$ cat config.mk
export PLATFORM = sky130hd
export DESIGN_NAME = ir_loader
export DESIGN_NICKNAME = d
export VERILOG_FILES = /design/src/rtl/ir_loader_pkg.sv /design/src/rtl/ir_loader.sv
export SDC_FILE = /design/constraint.sdc
export NUM_CORES = 1
export LEC_CHECK = 0
export ABC_AREA = 1
export CAP_MARGIN = 20
export CORE_MARGIN = 3
export CORE_UTILIZATION = 53
export DETAILED_ROUTE_END_ITERATION = 10
export GPL_TIMING_DRIVEN = 0
export PLACE_DENSITY = 0.81
export SLEW_MARGIN = 40
export SYNTH_ARGS = -nofsm -noshare
export SYNTH_HDL_FRONTEND = slang
export SYNTH_SLANG_ARGS = --single-unit
export TNS_END_PERCENT = 50
$ cat constraint.sdc
create_clock -name clk -period 2.5 [get_ports clk]
set_input_delay 0.5 -clock clk [delete_from_list [all_inputs] [get_ports clk]]
set_output_delay 0.5 -clock clk [all_outputs]
set_load 0.02 [all_outputs]
$ cat src/rtl/ir_loader_pkg.sv
// ir_loader_pkg
// Shared definitions for the IR preload engine: default word/address widths,
// the timeout counter width and the loader state encoding.
package ir_loader_pkg;

  // Default instruction word width and IR file address width.
  localparam int IRR_WIDTH_DEF     = 16;
  localparam int IR_ADDR_WIDTH_DEF = 4;

  // The timeout counter must hold TIMEOUT-1 for TIMEOUT up to 65535.
  localparam int TCNT_WIDTH = 16;

  // Loader states; codes are fixed so they can be matched in waveforms.
  typedef enum logic [2:0] {
    LINIT     = 3'd0,
    LREAD_MEM = 3'd1,
    LWRITE    = 3'd2,
    LWORK     = 3'd3,
    LERR      = 3'd4
  } ld_state_e;

endpackage

$ cat src/rtl/ir_loader.sv
// ir_loader
// Instruction-register preload engine. After a start pulse it reads
// 2**IR_ADDR_WIDTH consecutive words from program memory (req/ack port) and
// writes each one into ir_regfile through its data_in/address/mode port.
// When every line is loaded, init_finished releases ir_regfile.
//
// Ports:
//   clk            clock, rising edge
//   rst_n          asynchronous active-low reset
//   i_start        single-cycle load command (ignored while busy)
//   i_base_addr    memory address of IR line 0, sampled on accepted start
//   o_mem_req      read request to program memory
//   o_mem_addr     read address, stable while o_mem_req=1
//   i_mem_ack      read acknowledge, i_mem_rdata valid in the same cycle
//   i_mem_rdata    read data
//   o_ir_data      write data to ir_regfile
//   o_ir_address   write line to ir_regfile
//   o_ir_mode      write enable to ir_regfile, one cycle per word
//   o_init_finished all lines loaded (sticky until the next start)
//   o_busy         load in progress
//   o_err          load aborted on timeout (sticky until the next start)
module ir_loader
  import ir_loader_pkg::*;
#(
  parameter int IRR_WIDTH      = IRR_WIDTH_DEF,
  parameter int IR_ADDR_WIDTH  = IR_ADDR_WIDTH_DEF,
  parameter int MEM_ADDR_WIDTH = 16,
  parameter int TIMEOUT        = 64
) (
  input  logic                      clk,
  input  logic                      rst_n,
  input  logic                      i_start,
  input  logic [MEM_ADDR_WIDTH-1:0] i_base_addr,
  output logic                      o_mem_req,
  output logic [MEM_ADDR_WIDTH-1:0] o_mem_addr,
  input  logic                      i_mem_ack,
  input  logic [IRR_WIDTH-1:0]      i_mem_rdata,
  output logic [IRR_WIDTH-1:0]      o_ir_data,
  output logic [IR_ADDR_WIDTH-1:0]  o_ir_address,
  output logic                      o_ir_mode,
  output logic                      o_init_finished,
  output logic                      o_busy,
  output logic                      o_err
);

  // Last permitted wait cycle: an ack seen while the counter holds this value
  // is still honoured, so err rises exactly TIMEOUT cycles after the request.
  localparam logic [TCNT_WIDTH-1:0] TCNT_LAST = TCNT_WIDTH'(TIMEOUT - 1);

  ld_state_e                 r_state;
  logic [MEM_ADDR_WIDTH-1:0] r_base;
  logic [IR_ADDR_WIDTH-1:0]  r_count;
  logic [TCNT_WIDTH-1:0]     r_tcnt;
  logic                      r_mem_req;
  logic [MEM_ADDR_WIDTH-1:0] r_mem_addr;
  logic [IRR_WIDTH-1:0]      r_ir_data;
  logic [IR_ADDR_WIDTH-1:0]  r_ir_address;
  logic                      r_ir_mode;
  logic                      r_init_finished;
  logic                      r_busy;
  logic                      r_err;

  logic [IR_ADDR_WIDTH-1:0]  w_next_count;
  logic [MEM_ADDR_WIDTH-1:0] w_next_addr;
  logic                      w_last_line;

  assign w_next_count = r_count + IR_ADDR_WIDTH'(1'b1);
  // Addresses wrap modulo 2**MEM_ADDR_WIDTH by plain truncation.
  assign w_next_addr  = r_base + MEM_ADDR_WIDTH'(w_next_count);
  assign w_last_line  = (r_count == {IR_ADDR_WIDTH{1'b1}});

  // Loader FSM with line counter, timeout counter and registered outputs.
  always_ff @(posedge clk or negedge rst_n) begin
    if (!rst_n) begin
      r_state         <= LINIT;
      r_base          <= {MEM_ADDR_WIDTH{1'b0}};
      r_count         <= {IR_ADDR_WIDTH{1'b0}};
      r_tcnt          <= {TCNT_WIDTH{1'b0}};
      r_mem_req       <= 1'b0;
      r_mem_addr      <= {MEM_ADDR_WIDTH{1'b0}};
      r_ir_data       <= {IRR_WIDTH{1'b0}};
      r_ir_address    <= {IR_ADDR_WIDTH{1'b0}};
      r_ir_mode       <= 1'b0;
      r_init_finished <= 1'b0;
      r_busy          <= 1'b0;
      r_err           <= 1'b0;
    end else begin
      // ir_mode is a one-cycle pulse; only the ack path raises it.
      r_ir_mode <= 1'b0;
      case (r_state)
        LINIT, LWORK, LERR: begin
          if (i_start) begin
            r_state         <= LREAD_MEM;
            r_base          <= i_base_addr;
            r_count         <= {IR_ADDR_WIDTH{1'b0}};
            r_tcnt          <= {TCNT_WIDTH{1'b0}};
            r_mem_req       <= 1'b1;
            r_mem_addr      <= i_base_addr;
            r_init_finished <= 1'b0;
            r_busy          <= 1'b1;
            r_err           <= 1'b0;
          end else begin
            r_state <= r_state;
          end
        end
        LREAD_MEM: begin
          if (i_mem_ack) begin
            r_state      <= LWRITE;
            r_tcnt       <= {TCNT_WIDTH{1'b0}};
            r_mem_req    <= 1'b0;
            r_ir_data    <= i_mem_rdata;
            r_ir_address <= r_count;
            r_ir_mode    <= 1'b1;
          end else if (r_tcnt == TCNT_LAST) begin
            r_state   <= LERR;
            r_tcnt    <= {TCNT_WIDTH{1'b0}};
            r_mem_req <= 1'b0;
            r_busy    <= 1'b0;
            r_err     <= 1'b1;
          end else begin
            r_tcnt <= r_tcnt + TCNT_WIDTH'(1'b1);
          end
        end
        LWRITE: begin
          if (w_last_line) begin
            r_state         <= LWORK;
            r_busy          <= 1'b0;
            r_init_finished <= 1'b1;
          end else begin
            r_state    <= LREAD_MEM;
            r_count    <= w_next_count;
            r_mem_req  <= 1'b1;
            r_mem_addr <= w_next_addr;
          end
        end
        default: begin
          r_state   <= LINIT;
          r_mem_req <= 1'b0;
          r_busy    <= 1'b0;
        end
      endcase
    end
  end

  assign o_mem_req       = r_mem_req;
  assign o_mem_addr      = r_mem_addr;
  assign o_ir_data       = r_ir_data;
  assign o_ir_address    = r_ir_address;
  assign o_ir_mode       = r_ir_mode;
  assign o_init_finished = r_init_finished;
  assign o_busy          = r_busy;
  assign o_err           = r_err;

endmodule
# Word level (Yosys, flattened, before mapping)
# Index checks and enable logic that the tools add are counted.
dict set report op_classes {
  addsub 3
  mul 0
  n_div 0
  magnitude_cmp 0
  n_eq_ne 12
  shifts 0
  mux 31
  bitwise_logic 0
  n_reduce_logical 13
}
# cell count
set op_table {}
lappend op_table {{two-way mux 16 bit} 5}
lappend op_table {{case mux 16 bit (2 select lines)} 2}
lappend op_table {{adder 16 x 1 -> 16 bit (second input constant)} 1}
lappend op_table {{adder 16 x 4 -> 16 bit} 1}
lappend op_table {{equality test 16 x 6 -> 1 bit (second input constant)} 1}
lappend op_table {{two-way mux 1 bit} 12}
lappend op_table {{!= test 2 bit (second input constant)} 5}
lappend op_table {{two-way mux 3 bit} 3}
lappend op_table {{case mux 3 bit (3 select lines)} 1}
lappend op_table {{AND reduction 3 bit} 3}
lappend op_table {{two-way mux 4 bit} 2}
lappend op_table {{case mux 4 bit (2 select lines)} 1}
lappend op_table {{AND reduction 2 bit} 4}
lappend op_table {{AND reduction 4 bit} 2}
lappend op_table {{equality test 3 x 2 -> 1 bit (second input constant)} 2}
lappend op_table {{case mux 1 bit (3 select lines)} 2}
lappend op_table {{adder 4 x 1 -> 4 bit (second input constant)} 1}
lappend op_table {{equality test 4 bit (second input constant)} 1}
lappend op_table {{case mux 1 bit (2 select lines)} 2}
lappend op_table {{nonzero test 2 bit} 2}
lappend op_table {{equality test 3 x 1 -> 1 bit (second input constant)} 1}
lappend op_table {{equality test 3 bit (second input constant)} 1}
lappend op_table {{logical NOT 3 bit} 1}
lappend op_table {{!= test 3 bit (second input constant)} 1}
lappend op_table {{2 further kinds} 2}
dict set report word_totals {
  ff_bits 80
  latch_bits 0
  ramBits 0
  rom_bits 0
  inputBits 36
  out_inout_bits 41
  word_cells 71
  memories 0
}

# Longest topological paths before layout
# Gate-level depths: netlist of run 1.
dict set report depth {
  ltp_word 4
  mapped_depth 15
  depth_no_buf 15
}

# Worst setup path after synthesis of run 1
# OpenSTA, ideal clock, no wires.
dict set report synth_timing {
  path_type {register to register}
  from {register r_count[0]}
  to {register r_mem_addr[6], in the netlist o_mem_addr[6]}
  setup_time_ns 0.065
  arrival_time_ns 1.965
  required_ns 2.435
  slack_ns 0.470
  path_stages_with_launch 12
  path_buffers 0
  path_cell_list {dfrtp_1 -> ha_1 -> inv_1 -> fa_1 -> nor2_1 -> nand2_1 -> nand2_1 -> nand2_1 -> or2_2 -> nand3_1 -> nand2_1 -> nand2_1}
}
dict set report synth_via {
  elab_chain_cells 4
  elab_cells_between_ends 7
}
# element line
set synth_rtl {}
lappend synth_rtl {{start, declared} ir_loader.sv:52} ;# logic [IR_ADDR_WIDTH-1:0] r_count;
lappend synth_rtl {{start signal, assigned} ir_loader.sv:77} ;# r_count <= {IR_ADDR_WIDTH{1'b0}};
lappend synth_rtl {{start signal, assigned} ir_loader.sv:95} ;# r_count <= {IR_ADDR_WIDTH{1'b0}};
lappend synth_rtl {{start signal, assigned} ir_loader.sv:131} ;# r_count <= w_next_count;
lappend synth_rtl {{adder 4 x 1 -> 4 bit} ir_loader.sv:67} ;# assign w_next_count = r_count + IR_ADDR_WIDTH'(1'b1);
lappend synth_rtl {{adder 16 x 4 -> 16 bit} ir_loader.sv:69} ;# assign w_next_addr = r_base + MEM_ADDR_WIDTH'(w_next_count);
lappend synth_rtl {{two-way mux 16 bit} ir_loader.sv:125} ;# if (w_last_line) begin
lappend synth_rtl {{case mux 16 bit (2 select lines)} ir_loader.sv:90} ;# case (r_state)
lappend synth_rtl {{end signal, assigned} ir_loader.sv:80} ;# r_mem_addr <= {MEM_ADDR_WIDTH{1'b0}};
lappend synth_rtl {{end signal, assigned} ir_loader.sv:98} ;# r_mem_addr <= i_base_addr;
lappend synth_rtl {{end signal, assigned} ir_loader.sv:133} ;# r_mem_addr <= w_next_addr;
lappend synth_rtl {{end, declared} ir_loader.sv:55} ;# logic [MEM_ADDR_WIDTH-1:0] r_mem_addr;
# Several ways; a longest one is shown, not always the timed one. The select of a mux whose other input is x is not followed.
# A chain may end at the register's enable or synchronous reset.

# Final worst setup path of run 1
# Ends and elaborated chain as after synthesis.

==> impl_metrics.py, run 1 <==
metrics = {
    "outcome": {
        "run_status": "complete, no violations",
    },
    "worst_hold_path": {
        "worst_hold_path_type": "reg2reg",
    },
    "floorplan": {
        "io_pins": 77,
        "rows": 31,
        "core-area_um2": 7490,
        "initial_core_utilization_pct": 56.1,
        "die_span_in_y_um": 95.0,
        "die_w_um": 95.0,
        "die_area_um2": 9030,
    },
    "clocking": {
        "cts.hold.buffers_added": 1,
        "clkSinkCount": 80,
        "cts-buffers-inserted": 9,
        "root_buffer": "sky130_fd_sc_hd__clkbuf_8",
        "cts_setup_buffers": 0,
        "cts_resized": 0,
        "clock_tree.htree_level_count": 3,
        "clkSlewWorstSetupHoldPaths_ns": 0.08,
        "clock_latency_ns": 0.35,
        "ctsLongestPathBuffers": 2,
        "cts_tree": "yes",
    },
    "synth": {
        "yosysMostFrequentCell": "sky130_fd_sc_hd__nand2_1",
        "synth_top_area_share_pct": 47.7,
        "register_area_share_after_synthesis_pct": 47.7,
        "netlist_area_pre_place_um2": 4200,
        "synth_commonest_cells": "sky130_fd_sc_hd__nand2_1 (193), sky130_fd_sc_hd__dfrtp_1 (80), sky130_fd_sc_hd__inv_1 (55)",
        "async_reset_ff_share_pct": 100,
        "post_synth_main_area_contributors": "sky130_fd_sc_hd__dfrtp_1 (48%), sky130_fd_sc_hd__nand2_1 (17%), sky130_fd_sc_hd__nand3_1 (5.6%)",
        "post_synthesis_net_count": 587,
        "synth_seq_cells": 80,
        "yosys.cell_types.count": 32,
        "synth_warnings": 0,
        "synth_area_per_cell_um2": 7.72,
        "postSynth.topFlopCell": "sky130_fd_sc_hd__dfrtp_1",
        "cell_count_after_synthesis": 544,
        "number_of_flops_mapped_to_enable_cells_by_yosys": 0,
        "synthDominantAreaCellType": "sky130_fd_sc_hd__dfrtp_1",
    },
    "grt": {
        "grt_start_max_net_pins": 62,
        "grt_overflow": 0,
        "first_pass_grt_wire_length_um": 17800,
        "track_usage_pct": 24.8,
        "first_global_vias": 4001,
        "grt_antenna_before_repair": 0,
    },
    "sta": {
        "setup_ws_final_ns": 0.198,
        "tightestPinTransition_ns": 0.542,
        "max_freq_mhz": 434,
        "setup_viol": 0,
        "final_skew_ns": 0.0116,
        "hold-worst-slack_ns": 0.476,
        "period_minus_slack_ns": 2.30,
        "final_hold_viol_count": 0,
        "rsz0062_at_grt": "false",
        "post-route-period-util_pct": 92.1,
        "drv_slew": 0,
        "final.setup.tns_ns": 0,
        "max_slew_margin_pct": 63.6,
    },
    "setup_path": {
        "worstSetupStartpoint": "r_count[0]$_DFFE_PN0P_",
        "worstSetupEndpoint": "o_mem_addr[6]$_DFFE_PN0P_",
        "regToRegStartpoint": "r_count[0]$_DFFE_PN0P_",
        "timing.critical_path.from_type": "flop",
        "worstRegToRegCells": 11,
        "critical_path.max_fanout": 6,
        "worst_setup_path_class": "reg2reg",
        "crit_arrival_ns": 2.59,
        "setup.worst_path.end_class": "flop",
        "critical_path_required_ns": 2.78,
        "rrSetupSlack_ns": 0.20,
        "worstReg2RegEnd": "o_mem_addr[6]$_DFFE_PN0P_",
    },
    "power_and_ir_drop": {
        "cell_internal_pwr_uw": 3560,
        "pwr-share-comb_pct": 48.6,
        "clock_power_share_pct": 17.1,
        "net-switching-power_uw": 2610,
        "power_frac_seq_pct": 34.3,
        "power.ir.vdd_worst_mv": 0.669,
        "power.density_cell_area_nw_per_um2": 1160,
        "total_leakage_power_uw": 0.00257,
        "switching_fraction_pct": 42.2,
    },
    "job": {
        "drv_cap": 0,
    },
    "drt": {
        "first_iter_violations": 172,
        "first_pass_iters": 5,
        "drtAntennaViolNets": 0,
        "detail_route.wirelength_um": 10300,
        "routed_wire_per_std_cell_um": 14.0,
        "via_per_inst": 5.30,
        "drc": 0,
        "num_vias": 3901,
    },
    "final_layout": {
        "layout.cell_area.non_filler_um2": 5340,
        "post_route_cells_drive_above_1_share_pct": 9.11,
        "antenna-diode-count": 0,
        "synthToLayoutAreaGrowth_pct": 27.2,
        "nets": 676,
    },
    "place": {
        "numPortBuffers": 76,
        "gpl.final_weighted_congestion": 1.01,
        "place_area_um2": 5110,
        "detailedPlace.worstSlack_ns": 0.250,
        "place_hpwl_um": 7490,
    },
}
==> metrics by stage <==
stage,utilization [%],instances,total power [µW]
after detailed placement,68.3,720,5130
after global routing,71.4,736,6620
final,71.4,736,6170
after floorplan,-,544,3970
after global placement,67.9,719,5030
after CTS,71.4,736,6200
==> registers in the layout (all words and copies together) (netlist names) <==
register,flops
r_tcnt,16
o_err,1
r_state,3
o_busy,1
o_ir_address,4
r_count,4
o_ir_data,16
o_init_finished,1
o_mem_req,1
r_base,16
o_ir_mode,1
o_mem_addr,16
==> worst min path at each step <==
stage	slack [ns]	from	cells past startpoint	to
2_1_floorplan	0.20	rst_n	0	o_busy$_DFFE_PN0P_
3_3_place_gp	0.45	o_ir_data[13]$_DFFE_PN0P_	2	o_ir_data[13]$_DFFE_PN0P_
3_5_place_dp	0.36	rst_n	1	o_mem_addr[3]$_DFFE_PN0P_
4_1_cts	0.48	o_ir_data[1]$_DFFE_PN0P_	2	o_ir_data[1]$_DFFE_PN0P_
5_1_grt	0.50	o_ir_data[3]$_DFFE_PN0P_	2	o_ir_data[3]$_DFFE_PN0P_
6_report	0.48	o_ir_data[14]$_DFFE_PN0P_	2	o_ir_data[14]$_DFFE_PN0P_
==> worst max-delay path, cell delays in order (launching register included) <==
cell and delay (ns):
sky130_fd_sc_hd__dfrtp_1 0.43, sky130_fd_sc_hd__ha_1 0.33, sky130_fd_sc_hd__inv_1 0.07, sky130_fd_sc_hd__fa_1 0.43, sky130_fd_sc_hd__nor2_1 0.12, sky130_fd_sc_hd__nand2_1 0.06
sky130_fd_sc_hd__nand2_1 0.14, sky130_fd_sc_hd__nand2_1 0.16, sky130_fd_sc_hd__or2_2 0.31, sky130_fd_sc_hd__nand3_1 0.07, sky130_fd_sc_hd__nand2_1 0.06, sky130_fd_sc_hd__nand2_1 0.06
==> layer usage <==
layer	vias to the layer above	share of wire [%]	GRT usage [%]
met1	1831	41	30.1
met3	14	6.4	4.34
met4	0	1.2	9.62
met2	145	51	43.9
met5	-	0	0
li1	1911	-	-
==> layout make-up <==
class	instances	area, µm²
Timing Repair Buffer	78	800
Fill cell	590	2140
Multi-Input combinational cell	389	1880
Clock buffer	10	138
Tap cell	99	124
Inverter	62	233
Clock inverter	5	81.3
Sequential cell	80	2000
Buffer	13	88.8
==> logic make-up after synthesis <==
logic type / count (synthesis) / synth area share, %
fa+ha+maj: 7 / 2.26
compound gates: 66 / 8.58
buf+inv: 75 / 7.66
xor+xnor: 4 / 0.834
simple gates: 309 / 32.2
mux: 3 / 0.804
flops: 80 / 47.7
==> layout by cell type, fill, tap and decap left out, drive strengths merged, types with 3 or more instances in the layout <==
cell type,netlist,layout
clkinv,1,3
nand3,49,49
clkdlybuf4s50,0,75
nand4,12,12
xor2,4,4
buf,13,15
dfrtp,80,80
nand2,201,201
ha,6,6
inv,61,61
clkbuf,0,10
nor2,37,37
o21ai,31,31
nor3,6,6
mux2,3,3
a21oi,27,27
==> power groups by stage <==
stage,Combinational [µW],Sequential [µW],Clock [µW]
global route,3330,2170,1120
global placement,2920,2110,0
floorplan,1540,2430,0
finish,3000,2120,1050
CTS,3020,2110,1070
detailed placement,3000,2130,0
(Power assumes the default switching activity.)
==> inputs of run 2 (changes only) <==
--- a/config.mk
+++ b/config.mk
@@ -9,6 +9,7 @@
 export CAP_MARGIN = 20
 export CORE_MARGIN = 3
 export CORE_UTILIZATION = 53
+export CTS_CLUSTER_DIAMETER = 200
 export DETAILED_ROUTE_END_ITERATION = 10
 export GPL_TIMING_DRIVEN = 0
 export PLACE_DENSITY = 0.81
==> results of run 2 <==
Same layout as run 1: the final DEF is identical, and so are final timing and power.
